`src/rtl/cpu_pkg.sv`:
```
// Shared fetch definitions: ring-counter mode encodings, opcode length field, fetch FSM states.
package cpu_pkg;

   localparam logic [1:0] MODE_SHORT = 2'b00;
   localparam logic [1:0] MODE_EXT   = 2'b01;
   localparam logic [1:0] MODE_LONG  = 2'b10;

   // Instruction length is encoded in the top two opcode bits.
   localparam int OPC_LEN_MSB = 7;
   localparam int OPC_LEN_LSB = 6;

   typedef enum logic [1:0] {
      ST_IDLE  = 2'd0,
      ST_REQ   = 2'd1,
      ST_INC   = 2'd2,
      ST_VALID = 2'd3
   } fetch_state_e;

endpackage

```
`src/rtl/fetch_len_decode.sv`:
```
// Opcode -> instruction byte count (1..3) and ring-counter mode; purely combinational.
// Zero latency, no flow control.
module fetch_len_decode
   import cpu_pkg::*;
#(
   parameter int DATA_W = 8
) (
   input  logic [DATA_W-1:0] opcode,
   output logic [1:0]        len,
   output logic [1:0]        mode
);

   // Only the length field matters; the remaining opcode bits are deliberately ignored.
   logic unused_opc_bits;
   assign unused_opc_bits = ^opcode[OPC_LEN_LSB-1:0];

   always_comb begin
      len  = 2'd1;
      mode = MODE_SHORT;
      case (opcode[OPC_LEN_MSB:OPC_LEN_LSB])
         2'b00: begin
            len  = 2'd1;
            mode = MODE_SHORT;
         end
         2'b01: begin
            len  = 2'd2;
            mode = MODE_EXT;
         end
         default: begin
            len  = 2'd3;
            mode = MODE_LONG;
         end
      endcase
   end

endmodule

```
`src/rtl/instruction_fetch.sv`:
```
// Fetches a 1..3 byte instruction at the PC; 2 cycles per byte when memory is always ready.
// mem_req holds with a stable address until mem_ready; abort flushes to IDLE at the next edge.
module instruction_fetch
   import cpu_pkg::*;
#(
   parameter int ADDR_W = 16,
   parameter int DATA_W = 8
) (
   input  logic                clk,
   input  logic                clear,
   input  logic                start,
   input  logic                abort,
   input  logic [ADDR_W-1:0]   pc_address,
   output logic                pc_count,
   output logic [ADDR_W-1:0]   mem_addr,
   output logic                mem_req,
   input  logic                mem_ready,
   input  logic [DATA_W-1:0]   mem_rdata,
   output logic [DATA_W-1:0]   opcode,
   output logic [2*DATA_W-1:0] operand,
   output logic [1:0]          mode,
   output logic                instr_valid,
   output logic                busy
);

   fetch_state_e        state_q, state_d;
   logic [1:0]          idx_q, idx_d;
   logic [DATA_W-1:0]   opcode_q, opcode_d;
   logic [2*DATA_W-1:0] operand_q, operand_d;
   logic [1:0]          len;

   fetch_len_decode #(
      .DATA_W (DATA_W)
   ) u_len_decode (
      .opcode (opcode_q),
      .len    (len),
      .mode   (mode)
   );

   always_ff @(posedge clk or negedge clear) begin
      if (!clear) begin
         state_q   <= ST_IDLE;
         idx_q     <= 2'd0;
         opcode_q  <= '0;
         operand_q <= '0;
      end else begin
         state_q   <= state_d;
         idx_q     <= idx_d;
         opcode_q  <= opcode_d;
         operand_q <= operand_d;
      end
   end

   always_comb begin
      state_d     = state_q;
      idx_d       = idx_q;
      opcode_d    = opcode_q;
      operand_d   = operand_q;
      pc_count    = 1'b0;
      mem_req     = 1'b0;
      instr_valid = 1'b0;

      case (state_q)
         ST_IDLE: begin
            if (start && !abort) begin
               opcode_d  = '0;
               operand_d = '0;
               idx_d     = 2'd0;
               state_d   = ST_REQ;
            end
         end
         ST_REQ: begin
            mem_req = 1'b1;
            if (mem_ready && !abort) begin
               case (idx_q)
                  2'd0:    opcode_d = mem_rdata;
                  2'd1:    operand_d[DATA_W-1:0] = mem_rdata;
                  default: operand_d[2*DATA_W-1:DATA_W] = mem_rdata;
               endcase
               state_d = ST_INC;
            end
         end
         ST_INC: begin
            // Byte 0 was latched on entry, so len already reflects this instruction.
            pc_count = !abort;
            if (({1'b0, idx_q} + 3'd1) < {1'b0, len}) begin
               idx_d   = idx_q + 2'd1;
               state_d = ST_REQ;
            end else begin
               state_d = ST_VALID;
            end
         end
         ST_VALID: begin
            instr_valid = !abort;
            state_d     = ST_IDLE;
         end
         default: state_d = ST_IDLE;
      endcase

      if (abort) begin
         state_d = ST_IDLE;
      end
   end

   assign mem_addr = pc_address;
   assign opcode   = opcode_q;
   assign operand  = operand_q;
   assign busy     = (state_q != ST_IDLE);

endmodule

```
`config.mk`:
```
export PLATFORM = sky130hd
export DESIGN_NAME = instruction_fetch
export DESIGN_NICKNAME = d
export VERILOG_FILES = /design/src/rtl/cpu_pkg.sv /design/src/rtl/fetch_len_decode.sv /design/src/rtl/instruction_fetch.sv
export SDC_FILE = /design/constraint.sdc
export NUM_CORES = 1
export LEC_CHECK = 0
export CORE_UTILIZATION = 37
export DETAILED_ROUTE_END_ITERATION = 12
export PLACE_DENSITY = 0.77
export SETUP_SLACK_MARGIN = 0.4
export SYNTH_ARGS = -nofsm -noshare
export SYNTH_HDL_FRONTEND = slang
export SYNTH_HIERARCHICAL = 1
export SYNTH_SLANG_ARGS = --single-unit
```
`constraint.sdc`:
```
create_clock -name clk -period 1.8 [get_ports clk]
set_input_delay 0.45 -clock clk [delete_from_list [all_inputs] [get_ports clk]]
set_output_delay 0.45 -clock clk [all_outputs]
set_load 0.005 [all_outputs]
```
**Word level (Yosys, flattened, before mapping)**

Index checks and enable logic that the tools add are counted.

- Add/subtract/negate cells: 2
- Magnitude comparators: 1
- Eq/ne operators: 13
- Muxes and demuxes: 22
- Reductions and logical operators: 15

Operators by type and width:

| operator | count |
|---|---|
| $mux W8 | 5 |
| $mux W16 | 2 |
| $pmux W16 S2 | 1 |
| $pmux W8 S2 | 1 |
| $mux W2 | 6 |
| $ne A2 B2 Y1 const B | 6 |
| $pmux W2 S2 | 3 |
| $reduce_and A4 Y1 | 3 |
| $pmux W2 S4 | 1 |
| $eq A2 B1 Y1 const B | 3 |
| $logic_not A2 Y1 | 3 |
| $ne A3 B3 Y1 const B | 2 |
| $reduce_bool A2 Y1 | 3 |
| $eq A2 B2 Y1 const B | 2 |
| $add A2 B1 Y3 const B | 1 |
| $lt A3 B2 Y1 | 1 |
| $mux W1 | 3 |
| $reduce_and A3 Y1 | 1 |
| $add A2 B1 Y2 const B | 1 |
| $logic_and A1 B1 Y1 | 2 |
| $reduce_and A2 Y1 | 1 |
| $reduce_or A2 Y1 | 1 |
| $logic_not A1 Y1 | 1 |

- Flip-flop bits (word level): 28
- Bits of input ports: 29
- Output and inout port bits: 46
- Word-level logic and storage cells: 58

**Longest topological paths before layout**

Gate-level depths: netlist (run 1).

- Depth after elaboration: 6
- Gate-level depth with buffers: 6
- Gate-level depth less buffers: 6

**By module**

Netlist (run 1), hierarchy kept.

Modules (own cells, without submodules):

| module | instances | cells each | area an instance (um^2) | seq. area each (um^2) |
|---|---|---|---|---|
| instruction_fetch | 1 | 148 | 1562.7 | 700.7 |
| fetch_len_decode | 1 | 4 | 22.5 | 0.0 |

**Worst setup path before layout (run 1)**

No wires, ideal clock.

- Kind: register -> register
- From: register opcode_q[7] (netlist: opcode[7])
- To: register idx_q[1]
- Setup time: 0.124 ns
- Data arrival time: 1.656 ns
- Required time: 1.676 ns
- Setup slack: 0.020 ns
- Stages on the path, launching flop included: 7
- Path buffers: 0
- Clock period less this slack: 1.780 ns
- Cells stage by stage: dfrtp_1 > or2_1 > inv_1 > fa_1 > or3b_2 > a32oi_1 > o2bb2ai_1

- Cells in the longest elaborated chain, start to end: 5
- Elaborated cells on any way between the ends: 6
- Those cells by class: order compare (1); eq/ne (2); mux (1); reduce/logical (2)

Ends and longest elaborated chain:

| item | RTL line | text |
|---|---|---|
| start: declaration | instruction_fetch.sv:28 | `logic [DATA_W-1:0] opcode_q, opcode_d;` |
| start signal: assignment | instruction_fetch.sv:49 | `opcode_q <= opcode_d;` |
| $eq A2 B1 Y1 or $logic_not A2 Y1 (tied branches) | fetch_len_decode.sv:20 | `case (opcode[OPC_LEN_MSB:OPC_LEN_LSB])` |
| $pmux W2 S2 (*) | fetch_len_decode.sv:20 |  |
| net len[1] | instruction_fetch.sv:30 | `logic [1:0] len;` |
| $lt A3 B2 Y1 (*) | instruction_fetch.sv:86 | `if (({1'b0, idx_q} + 3'd1) < {1'b0, len}) begin` |
| $ne A2 B2 Y1 (no line) (*) | n/a |  |
| $reduce_and A3 Y1 (no line) (*) | n/a |  |
| end signal: assignment | instruction_fetch.sv:48 | `idx_q <= idx_d;` |
| end: declaration | instruction_fetch.sv:27 | `logic [1:0] idx_q, idx_d;` |

Mark *: on every way through the listed nets, which the timed path passes. The rest lies on a longest branch.
A chain may end at the register's enable or synchronous reset.

**Final worst setup path (run 1)**

- From: register opcode_q[6] (netlist: opcode[6])
- To: register state_q[1]

- Cells in the longest elaborated chain, start to end: 6
- Elaborated cells on any way between the ends: 7
- Those cells by class: order compare (1); eq/ne (1); mux (4); reduce/logical (1)

Ends and longest elaborated chain:

| item | RTL line | text |
|---|---|---|
| $eq A2 B1 Y1 or $logic_not A2 Y1 (tied branches) | fetch_len_decode.sv:20 |  |
| $pmux W2 S2 (*) | fetch_len_decode.sv:20 |  |
| net len[1] | instruction_fetch.sv:30 |  |
| $lt A3 B2 Y1 (*) | instruction_fetch.sv:86 |  |
| $mux W2 (*) | instruction_fetch.sv:86 |  |
| $pmux W2 S4 (*) | instruction_fetch.sv:63 | `case (state_q)` |
| $mux W2 (*) | instruction_fetch.sv:100 | `if (abort) begin` |
| end signal: assignment | instruction_fetch.sv:47 | `state_q <= state_d;` |
| end: declaration | instruction_fetch.sv:26 | `fetch_state_e state_q, state_d;` |

Marks and branches as above.

==> impl_metrics.ini, run 1 <==
[power_and_ir_drop]
p_leak_nw = 1.26
ir_drop_uv = 439
powerDensity_mw_per_mm2 = 1250

[synth]
yosys.area.top_type = dfrtp_1
synth_edf_count = 0
syn_area_per_cell_sq_um = 10.4
ys.flop_type = dfrtp_1
syn-num-nets = 185
synth.cell_area_sq_mm = 0.00159
synth_seq_cells = 28
ys_seq_area_share_pct = 44.2
synthDominantCellAreaShare_pct = 44.2
async_flop_share_pct = 100
yosysUniqueCellTypes = 38
yosysWarningCount = 6
yosys-top-cells-area = dfrtp_1, a221o_1, buf_4, and3_1, mux2i_1
synthCells = 152

[critical_path]
endpoint_kind = flip-flop
cp_max_fo = 4
cp.required_ps = 1960
crit_type = flip-flop to flip-flop
timing.rr.start = opcode[6]
cp_slowest_stage_delay_ps = 430
timing.rr.end = state_q[1]
ff2ff_setup_slack_ps = 100
start_kind = flip-flop
path_buf_inv = 1
path_delay_family = adder cells
path_cells = or2_1, inv_1, fa_2, nor2b_4, a21oi_1, o32ai_2
r2r_cells = 6
cp.arrival_ps = 1860
cp_slowest_cell = fa_2

[place]
port_buffers = 42
hpwl_microns = 2640
place.gp.congestion = 0.804

[routing]
drc = 0
first_pass_iters = 4
via_per_inst = 5.22
wl_per_cell_microns = 14.4
drt_iter0_markers = 112
via_count = 1456
ant_nets = 0
wirelength_microns = 4030

[layout]
final_common_cell = buf_4
fin_util_pct = 61.0
nNetsFinal = 263
final_cell_mix = buf_4, dfrtp_1, clkdlybuf4s15_1, buf_6
layout-drive-gt1-share_pct = 38.0
area_growth_pct = 56.1
antennaDiodeCount = 0

[floorplan]
rows = 23
initial_core_util_pct = 39.1
dieArea_sq_mm = 0.00455
pin_count = 75
fp.dieW_microns = 67.5
die_y_microns = 67.5
core_sq_mm = 0.00406

[sta]
fin_crit_ps = 1700
worstMarginPinSlew_ps = 363
tns_ps = 0
skew_ps = 5.16
fin_crit_sh_pct = 94.4
grt_setup_unrepaired = yes
report.final.slew_viol_count = 0
max_slew_margin_pct = 75.8
final-setup-viol-count = 0
fmax_mhz = 588
hold_violations = 0

[global_route]
grt_pass1_vias = 1291
grt_max_degree = 29
grt_use_total_pct = 19.0
grt_antenna_before_repair = 0
grt_pass1_wl_microns = 6440
overflow = 0

[cts]
tritoncts = yes
clkLatencyLatePin_ps = 280
root_buffer = clkbuf_8
cts.htree.levels = 1
clkSinkCount = 28
holdBufCountCts = 0
clk_path_buf_depth = 2
clk_pin_slew_ps = 100
cts_buffers = 3

[min_path]
hold_class = input pin to asynchronous set/reset pin

[run_status]
status = complete, no violations

[job]
cap_violations = 0
[how the worst max path moves through the flow]
stage / to / from / depth (start not counted)
2_1_floorplan: idx_q[0] / opcode[7] / 6
3_3_place_gp: instr_valid / abort / 3
3_5_place_dp: operand[14] / abort / 4
4_1_cts: idx_q[0] / opcode[6] / 6
5_1_grt: state_q[1] / opcode[6] / 6
6_report: state_q[1] / opcode[6] / 6
[registers in the layout, summed over array words and instances (netlist names)]
name / count
operand: 16
state_q: 2
idx_q: 2
opcode: 8
[layout make-up]
cell class | instances | area (sq um)
inverters | 11 | 41.3
well taps | 50 | 62.6
flip-flops and latches | 28 | 702
multi-input cells | 90 | 743
repair buffers | 96 | 855
fillers | 323 | 1580
clock buffers | 3 | 41.3
clock inverters | 1 | 30.0
[stage by stage]
stage | total power, mW | setup slack, ps | hold WS, ps | std cells | instance area (sq um)
after detailed placement | 2.23 | -243 | 499 | 240 | 2060
after global routing | 3.31 | 17.7 | 552 | 279 | 2470
after CTS | 2.95 | 126 | 539 | 272 | 2360
final | 3.09 | 100 | 540 | 279 | 2470
after floorplan | 1.62 | 163 | 154 | 152 | 1610
after global placement | 2.21 | -264 | 501 | 240 | 2060
[report_power, final]
part	switching, mW	total [mW]	leakage, nW	internal (mW)
clock	0.200	0.498	0.0357	0.298
combinational	0.589	1.61	0.869	1.02
sequential	0.142	0.982	0.356	0.840
[per-layer routing]
| layer | vias up | track usage, % | part of all wire (%) |
|---|---|---|---|
| li1 | 689 | - | - |
| met1 | 699 | 28.2 | 46 |
| met2 | 62 | 28.1 | 46 |
| met3 | 6 | 2.53 | 7.1 |
| met4 | 0 | 6.65 | 1.1 |
| met5 | - | 0 | 0 |
[worst reg2reg max path: cells and delay by family, from the launching register on]
kind                       cells  cell delay [ps]
adders and majority gates      1              430
DFF                            1              380
and+or+nand+nor                2              380
AOI/OAI and AO/OA              2              310
buffers and inverters          1               70
[synthesized netlist by cell type (3+ instances only)]
cell,number
a221o_1,14
and3_1,14
buf_2,3
buf_4,16
buf_6,3
dfrtp_1,28
ha_1,3
inv_1,11
mux2i_1,7
nand2_1,12
nor2_1,4
[cells by family (layout without fill, tap and decap cells)]
| group | after synthesis | after routing | synth area share (%) |
|---|---|---|---|
| AOI/OAI and AO/OA | 30 | 30 | 16.5 |
| DFF | 28 | 28 | 44.2 |
| buffers and inverters | 35 | 111 | 13.7 |
| adders and majority gates | 4 | 4 | 3.63 |
| and+or+nand+nor | 48 | 49 | 17.5 |
| muxes | 7 | 7 | 4.42 |
[what timing repair did]
action,in CTS,in global routing
gates resized for setup,78,27
endpoints found under the hold margin,0,0
pin swaps,28,3
setup endpoints to repair,57,54
cloned,1,0
setup buffers,27,7
Power figures use the tool's default switching activity.
==> run 2: changes to the inputs <==
--- a/config.mk
+++ b/config.mk
@@ -5,9 +5,10 @@
 export SDC_FILE = /design/constraint.sdc
 export NUM_CORES = 1
 export LEC_CHECK = 0
-export CORE_UTILIZATION = 37
+export CORE_UTILIZATION = 44
 export DETAILED_ROUTE_END_ITERATION = 12
-export PLACE_DENSITY = 0.77
+export PLACE_DENSITY = 0.86
+export RECOVER_POWER = 50
 export SETUP_SLACK_MARGIN = 0.4
 export SYNTH_ARGS = -nofsm -noshare
 export SYNTH_HDL_FRONTEND = slang
==> constraint.sdc (replaced) <==
create_clock -name clk -period 2.1 [get_ports clk]
set_input_delay 0.525 -clock clk [delete_from_list [all_inputs] [get_ports clk]]
set_output_delay 0.525 -clock clk [all_outputs]
set_load 0.005 [all_outputs]
==> run 2 against run 1 <==
Sequential share of layout area is 1.8 points higher. Wire length increased by 17%. Power shrank 20%. Utilization rose by 7.9 points. Clock-buffer cell count unchanged. Clock power shrank 28%. Flip-flop and latch count is the same. Clock skew up 12 ps. Critical endpoint is now instr_valid.
==> impl_metrics.ini, run 2 (synthesis results as in run 1) <==
[min_path]
hold_class = flip-flop to flip-flop
worstHoldStart = operand[6]

[sta]
report.final.slew_viol_count = 0
skew_ps = 17.3
max_slew_margin_pct = 53.9
worstMarginPinSlew_ps = 692
grt_setup_unrepaired = yes
holdWs_ps = 528
final-setup-viol-count = 0
fmax_mhz = 517
hold_violations = 0
fin_crit_ps = 1930
fin_crit_sh_pct = 92.1

[global_route]
grt_use_total_pct = 24.7
overflow = 0
grt_max_degree = 29
grt_pass1_vias = 1490
grt_pass1_wl_microns = 6800
grt_antenna_before_repair = 0

[cts]
clkSinkCount = 28
cts.htree.levels = 1
clk_pin_slew_ps = 160
holdBufCountCts = 0
clkLatencyLatePin_ps = 340
root_buffer = clkbuf_4
cts_buffers = 3
clk_path_buf_depth = 2
tritoncts = yes

[critical_path]
cp.arrival_ps = 1410
cp.required_ps = 1570
cp_max_fo = 3
crit_type = flip-flop to primary output
timing.rr.start = opcode[7]
endpoint_kind = primary output
startpoint = state_q[1]
start_kind = flip-flop

[floorplan]
initial_core_util_pct = 46.8
die_y_microns = 62.0
dieArea_sq_mm = 0.00385
rows = 21
core_sq_mm = 0.00339
pin_count = 75
fp.dieW_microns = 62.0

[routing]
wirelength_microns = 4730
ant_nets = 0
via_per_inst = 5.68
wl_per_cell_microns = 18.0
drc = 0
drt_iter0_markers = 89
first_pass_iters = 4
via_count = 1494

[layout]
final_cell_mix = buf_4, dfrtp_1, dlygate4sd2_1, and3_1, a221o_1
area_growth_pct = 47.2
fin_util_pct = 68.8
finalNonFillerCells = 263
final_common_cell = buf_4
largest_register_ffs = 16
antennaDiodeCount = 0
nNetsFinal = 251
layout-drive-gt1-share_pct = 32.7

[power_and_ir_drop]
powerDensity_mw_per_mm2 = 1060
p_leak_nw = 1.24
ir_drop_uv = 561
total_power_mw = 2.48

[place]
port_buffers = 42
dp.cells = 227
hpwl_microns = 2920
place.gp.congestion = 0.846

[job]
cap_violations = 0

[run_status]
status = complete, no violations
[run 2: final cells by class]
class / instances / area (sq um)
Multi-Input combinational cell: 90 / 734
Clock buffer: 3 / 22.5
Clock inverter: 1 / 30.0
Timing Repair Buffer: 84 / 743
Tap cell: 46 / 57.6
Fill cell: 274 / 1060
Sequential cell: 28 / 704
Inverter: 11 / 41.3
[run 2: final timing paths]
path / cells past startpoint / slack, ps / to
max: 6 / 170 / instr_valid
min: 1 / 530 / operand[6]
max reg2reg: 7 / 250 / idx_q[0]
min reg2reg: 1 / 530 / operand[6]
max in group asynchronous: 2 / 860 / idx_q[0]
min in group asynchronous: 2 / 750 / opcode[0]
[run 2: critical path, cell delays in order (launching register included)]
cell and delay [ps]:
dfrtp_2 430, clkbuf_1 190, buf_6 130, buf_6 100
nand2_2 50, nor2_2 70, buf_2 110
[run 2: per-stage QoR]
stage,setup WS (ps),setup TNS [ps],area [sq um]
after floorplan,403,0,1590
after global placement,-39.6,-256,1980
after detailed placement,-68.2,-544,1980
after CTS,241,0,2230
after global routing,116,0,2330
final,166,0,2330
[run 2: per-layer routing]
metal	share of wire, %	global-route usage, %	vias to the layer above
li1	-	-	664
met1	40	30.6	721
met2	50	41.9	83
met3	6.2	4.55	26
met4	3.2	10.8	0
met5	0	0	-
[run 2: power by group]
group / switching, mW / leakage (nW) / internal, mW
registers: 0.148 / 0.353 / 0.722
clock network: 0.165 / 0.0279 / 0.193
logic: 0.507 / 0.854 / 0.749
total: 0.821 / 1.24 / 1.66
[run 2: what timing repair did]
item / 4_1_cts / 5_1_grt
cloned: 0 / 2
gates resized for setup: 57 / 22
buffers inserted: 26 / 4
endpoints found under the setup margin: 49 / 32
pin swaps: 6 / 6
